`src/rtl/tile_pkg.sv`:
```
// Shared constants, tile ID encoding and helpers for the tile pixel fetch path.
// Optional grid overlay build macro: TILE_GRID_OVERLAY_EN.
package tile_pkg;

  localparam int TILE_W   = 24;
  localparam int MAP_COLS = 27;
  localparam int MAP_ROWS = 20;

  localparam int ADDR_W = 10;
  localparam int POS_W  = 5;
  localparam int RGB_W  = 12;

  localparam logic [RGB_W-1:0] SKY_RGB   = 12'h6BF;
  localparam logic [RGB_W-1:0] KEY_RGB   = 12'hF0F;
  localparam logic [RGB_W-1:0] GRID_RGB  = 12'hFFF;
  localparam logic [RGB_W-1:0] BLANK_RGB = 12'h000;

  typedef enum logic [1:0] {
    TILE_SKY      = 2'd0,
    TILE_GROUND   = 2'd1,
    TILE_PLATFORM = 2'd2,
    TILE_RSVD     = 2'd3
  } tile_id_e;

  // Transparent ROM texels show the sky behind them.
  function automatic logic [RGB_W-1:0] key_out(
    input logic [RGB_W-1:0] c
  );
    return (c == KEY_RGB) ? SKY_RGB : c;
  endfunction

endpackage

```
`src/rtl/tile_pos_counter.sv`:
```
// Raster position counters for tile fetch: tx/col along a line, ty/row per line.
// Row bases are accumulated so no multiplier is needed (TILE_GRID_OVERLAY_EN adds on_grid).
module tile_pos_counter
  import tile_pkg::*;
(
  input  logic              clk,
  input  logic              rst_n,
  input  logic              frame_start,
  input  logic              line_end,
  input  logic              pix_valid,
`ifdef TILE_GRID_OVERLAY_EN
  output logic              on_grid,
`endif
  output logic [ADDR_W-1:0] map_addr,
  output logic [ADDR_W-1:0] rom_addr
);

  localparam logic [POS_W-1:0] TX_LAST  = POS_W'(TILE_W - 1);
  localparam logic [POS_W-1:0] COL_LAST = POS_W'(MAP_COLS - 1);
  localparam logic [POS_W-1:0] ROW_LAST = POS_W'(MAP_ROWS - 1);

  localparam logic [ADDR_W-1:0] ROM_STEP = ADDR_W'(TILE_W);
  localparam logic [ADDR_W-1:0] MAP_STEP = ADDR_W'(MAP_COLS);

  logic [POS_W-1:0]  tx;
  logic [POS_W-1:0]  col;
  logic [POS_W-1:0]  ty;
  logic [POS_W-1:0]  row;
  logic [ADDR_W-1:0] rom_base;
  logic [ADDR_W-1:0] map_base;

  // Horizontal walk: tx wraps per tile, col saturates at the last map column.
  always_ff @(posedge clk or negedge rst_n) begin
    if (!rst_n) begin
      tx  <= '0;
      col <= '0;
    end else if (frame_start || line_end) begin
      tx  <= '0;
      col <= '0;
    end else if (pix_valid) begin
      if (tx == TX_LAST) begin
        tx <= '0;
        if (col != COL_LAST) begin
          col <= col + 1'b1;
        end
      end else begin
        tx <= tx + 1'b1;
      end
    end
  end

  // Vertical walk with the ROM and map row-base accumulators.
  always_ff @(posedge clk or negedge rst_n) begin
    if (!rst_n) begin
      ty       <= '0;
      row      <= '0;
      rom_base <= '0;
      map_base <= '0;
    end else if (frame_start) begin
      ty       <= '0;
      row      <= '0;
      rom_base <= '0;
      map_base <= '0;
    end else if (line_end) begin
      if (ty == TX_LAST) begin
        ty       <= '0;
        rom_base <= '0;
        if (row != ROW_LAST) begin
          row      <= row + 1'b1;
          map_base <= map_base + MAP_STEP;
        end
      end else begin
        ty       <= ty + 1'b1;
        rom_base <= rom_base + ROM_STEP;
      end
    end
  end

  assign rom_addr = rom_base + ADDR_W'(tx);
  assign map_addr = map_base + ADDR_W'(col);

`ifdef TILE_GRID_OVERLAY_EN
  assign on_grid = (tx == '0) || (ty == '0);
`endif

endmodule

```
`src/rtl/tile_pixel_fetch.sv`:
```
// Tile fetch initiator: issues map/ROM addresses, then muxes, keys and registers RGB.
// Build with TILE_GRID_OVERLAY_EN to paint tile borders white.
module tile_pixel_fetch
  import tile_pkg::*;
(
  input  logic              clk,
  input  logic              rst_n,
  input  logic              frame_start,
  input  logic              line_end,
  input  logic              pix_valid,
  output logic [ADDR_W-1:0] map_addr,
  input  logic [1:0]        map_tile_id,
  output logic [ADDR_W-1:0] rom_addr,
  input  logic [RGB_W-1:0]  ground_data,
  input  logic [RGB_W-1:0]  platform_data,
  output logic [RGB_W-1:0]  rgb,
  output logic              rgb_valid
);

  logic             v1;
  logic             issue;
  tile_id_e         tile_id;
  logic [RGB_W-1:0] sel;
  logic [RGB_W-1:0] pix;

  // Only pixels not overridden by frame_start or line_end enter the pipe.
  assign issue = pix_valid && !line_end && !frame_start;

`ifdef TILE_GRID_OVERLAY_EN
  logic on_grid;
  logic grid1;

  tile_pos_counter u_pos (
    .clk         (clk),
    .rst_n       (rst_n),
    .frame_start (frame_start),
    .line_end    (line_end),
    .pix_valid   (pix_valid),
    .on_grid     (on_grid),
    .map_addr    (map_addr),
    .rom_addr    (rom_addr)
  );

  // Grid flag travels with the read so latency stays at two cycles.
  always_ff @(posedge clk or negedge rst_n) begin
    if (!rst_n) begin
      grid1 <= 1'b0;
    end else begin
      grid1 <= on_grid;
    end
  end
`else
  tile_pos_counter u_pos (
    .clk         (clk),
    .rst_n       (rst_n),
    .frame_start (frame_start),
    .line_end    (line_end),
    .pix_valid   (pix_valid),
    .map_addr    (map_addr),
    .rom_addr    (rom_addr)
  );
`endif

  assign tile_id = tile_id_e'(map_tile_id);

  // Pick the texel source by tile ID, then apply transparency keying.
  always_comb begin
    sel = SKY_RGB;
    unique case (1'b1)
      tile_id == TILE_GROUND:   sel = ground_data;
      tile_id == TILE_PLATFORM: sel = platform_data;
      default:                  sel = SKY_RGB;
    endcase
    pix = key_out(sel);
`ifdef TILE_GRID_OVERLAY_EN
    if (grid1) begin
      pix = GRID_RGB;
    end
`endif
  end

  // Stage 0 marks the read in flight; stage 1 registers the pixel or blanks.
  always_ff @(posedge clk or negedge rst_n) begin
    if (!rst_n) begin
      v1        <= 1'b0;
      rgb       <= BLANK_RGB;
      rgb_valid <= 1'b0;
    end else begin
      v1        <= issue;
      rgb_valid <= v1;
      rgb       <= v1 ? pix : BLANK_RGB;
    end
  end

endmodule

```
`config.mk`:
```
export PLATFORM = sky130hd
export DESIGN_NAME = tile_pixel_fetch
export DESIGN_NICKNAME = d
export VERILOG_FILES = /design/src/rtl/tile_pkg.sv /design/src/rtl/tile_pos_counter.sv /design/src/rtl/tile_pixel_fetch.sv
export SDC_FILE = /design/constraint.sdc
export NUM_CORES = 1
export LEC_CHECK = 0
export ABC_CLOCK_PERIOD_IN_PS = 2260
export CORE_UTILIZATION = 51
export DETAILED_ROUTE_END_ITERATION = 10
export PLACE_DENSITY = 0.84
export SYNTH_ARGS = -nofsm -noshare
export SYNTH_HDL_FRONTEND = slang
export SYNTH_SLANG_ARGS = --single-unit
```
`constraint.sdc`:
```
create_clock -name clk -period 2.26 [get_ports clk]
set_input_delay 0.452 -clock clk [delete_from_list [all_inputs] [get_ports clk]]
set_output_delay 0.452 -clock clk [all_outputs]
set_load 0.02 [all_outputs]
```
==> impl_metrics.yaml <==
yosys:
  ys_warn_count: 0
  yosysUniqueCellTypes: 54
  syn_area_sq_mm: 0.003020
  ys_seq_area_frac: 0.4225
  avgSynthCellArea_sq_um: 9.528
  ys_seq_elements: 51
  yosys.area.top_type: "dfrtp_1"
  ys_top_cells_by_area: "dfrtp_1 42%, ha_1 7.0%, nor2_1 5.0%, xor2_1 4.6%, xnor2_1 4.3%"
  syn_nets: 366
  synthArstFlopShare: 1.000
  synth_top_flop_cell: "dfrtp_1"
  yosysTopAreaCellShare: 0.4225
  synth_cells: 317
  synth-edff-count: 0
grt:
  first_global_vias: 2697
  grt_max_degree: 52
  grt_pass1_wl_microns: 11920
  antenna_found_initial: 0
  overflow: 0
  track_usage: 0.2438
place:
  dpl.hpwl_microns: 5268
  io_buffers: 63
  gp_congestion: 0.8383
  pre_cts_ws_ps: -567.0
  dp.cells: 491
detailed_routing:
  num_vias: 2738
  drc_errors: 0
  antenna_left: 0
  vias_per_cell: 5.422
  dr.pass1.iters: 4
  avgRoutedWirePerCell_microns: 14.00
  drt_iter0_markers: 122
  wl_microns: 7071
sta:
  clock.fmax_mhz: 394.4
  slew_violations: 0
  max_slew.worst_pin.slew_ps: 620.6
  setup_slack_ps: -275.6
  hold_violations: 0
  finalSetupViolCount: 7
  fin_crit_sh: 1.122
  fin_crit_ps: 2536
  rsz0062_at_grt: "true"
  final.setup_skew_ps: 3.709
  slew_headroom: 0.5863
clock_tree:
  htreeDepth: 2
  cts_made_buffers: 5
  numClockSinks: 51
  cts_max_path_buffers: 2
  path_clk_slew_ps: 90
  cts_tree: "built"
  hold_buffers: 0
  clk_latency_ps: 300
  cts_root_buf: "clkbuf_8"
floorplan:
  ioPinCount: 64
  dieArea_sq_mm: 0.006234
  die_y_microns: 78.96
  die_w_microns: 78.96
  placementRows: 27
  coreArea_sq_mm: 0.005608
  initial_core_util: 0.5386
worst_setup_path:
  path_buf_inv: 2
  worst-endpoint-required_ps: 1810
  cp_cell_sequence: "ha_2 -> inv_2 -> fa_2 -> nor2b_1 -> o21ai_1 -> a21oi_2 -> o21ai_2 -> xnor2_2 -> buf_4"
  cpPeakStageDelay_ps: 370
  worstPathMaxFanout: 3
  critPathTopFamily: "adder cells"
  criticalPathCategory: "reg -> out"
  critPathCaptureType: "output pin"
  crit_slowest_cell: "dfrtp_1"
  crit_path_start_kind: "register"
  cp.arrival_ps: 2080
run_status:
  violations: "negative setup slack"
  status: "finished, violations left"
layout:
  nets: 481
  mostFrequentLayoutCells: "63 x buf_4, 51 x dfrtp_1, 46 x clkdlybuf4s50_1"
  fill_cells: 411
  final_cells: 505
  n_antenna_cell: 0
  drive_above_1_share: 0.2564
  layout_commonest_cell: "buf_4"
  syn_to_final_growth_pct: 41.22
flow_run:
  drv_cap: 0
hold_path:
  hp-class: "in -> async"
pwr:
  powerDensity_mw_per_mm2: 484.6
  peakVddDrop_mv: 0.3764
  p_leak_nw: 2.012
[through the flow]
step / power [mW] / utilization / hold slack, ps / area (sq um) / TNS, ps
after floorplan: 1.287 / - / 156.4 / 3035 / 0
after global placement: 1.548 / 0.7247 / 498.8 / 4064 / -3035
after detailed placement: 1.571 / 0.7247 / 522.7 / 4064 / -4690
after CTS: 2.075 / 0.7537 / 265.7 / 4227 / -1199
after global routing: 2.178 / 0.7606 / 300.5 / 4265 / -1981
final: 2.067 / 0.7606 / 238.5 / 4265 / -1329
[sequential cells by signal, summed over array words and instances (netlist names)]
| signal | cells |
|---|---|
| rgb_valid | 1 |
| u_pos.col | 5 |
| u_pos.tx | 5 |
| u_pos.row | 5 |
| u_pos.rom_base | 7 |
| v1 | 1 |
| u_pos.map_base | 10 |
| u_pos.ty | 5 |
| rgb | 12 |
[power breakdown]
group          internal (mW)  leakage, nW  switching, mW  total [mW]
clock network          0.218       0.0422          0.281       0.499
logic                  0.286         1.27          0.291       0.577
registers              0.956        0.695         0.0344       0.991
total                   1.46         2.01          0.607        2.07
[final timing paths]
check,cells past startpoint,startpoint,to,slack [ps]
max in group asynchronous,2,rst_n,u_pos.row[2],1600
hold reg to reg,1,u_pos.ty[0],u_pos.ty[0],540
setup reg to reg,10,u_pos.col[0],u_pos.col[4],270
hold / removal,2,rst_n,u_pos.tx[1],240
setup / recovery,9,u_pos.col[0],map_addr[8],-280
min in group clk,1,u_pos.ty[0],u_pos.ty[0],540
[worst reg2reg max path, cell delays in order, from the launching register on]
cell and delay [ps]:
dfrtp_1 370, buf_4 110, buf_4 90, buf_4 110, inv_1 40, ha_1 180, and4b_1 200, nor3b_2 370
nand4_1 160, xor2_1 180, nor2_1 60
[layout make-up]
type                       count  area (sq um)  share of cell area
clock buffer                   7         76.32             0.01789
clock inverter                 1         5.005            0.001173
inverter                      13         48.80             0.01144
multi-input combinational    240          1749              0.4101
sequential                    51          1276              0.2992
tap                           72         90.09             0.02112
timing repair buffer         121          1020              0.2391
[cells in the mapped netlist (2+ instances only)]
master and number:
nand4b_1 3, xnor2_1 15, nand4_1 6, or3_1 3, a221oi_1 6, o21a_1 3
ha_1 17, nor4_1 2, nor2_1 40, nand3_1 8, a21oi_1 11, xor2_1 16
inv_1 13, nor3b_1 5, a211o_1 2, nor3_1 8, dfrtp_1 51, nor2b_1 9
a21o_1 2, nand2b_1 6, a211oi_1 4, nand2_1 24, a31oi_1 2, buf_6 3
a221o_1 3, nor4b_1 2, clkbuf_1 7, and3_1 4, o21ai_0 16, a22oi_1 2
[repair_timing]
item,in CTS,in global routing
setup buffers,5,2
gates resized for setup,85,18
setup endpoints to repair,18,15
pin swaps,11,6
endpoints found under the hold margin,0,0
[logic make-up (layout without fill, tap and decap cells)]
| logic type | after synthesis | count (layout) | share of synthesized area |
|---|---|---|---|
| flip-flops | 51 | 51 | 0.4225 |
| multiplexers | 2 | 2 | 0.007042 |
| other | 1 | 1 | 0.001242 |
| adder cells (fa/ha/maj) | 18 | 18 | 0.07705 |
| buffers and inverters | 26 | 142 | 0.04184 |
| XOR/XNOR | 31 | 31 | 0.08989 |
| AO/OA/AOI/OAI | 57 | 57 | 0.1272 |
| AND/OR/NAND/NOR | 131 | 131 | 0.2332 |
[routing by layer]
layer  GRT usage  share of wire  up-vias
met5           0              0        -
met4     0.07455          0.014        0
met3     0.05057          0.050       10
met2      0.4600           0.53       66
met1      0.2732           0.41     1319
li1            -              -     1343
No activity file was read; power rests on OpenSTA's default activity.
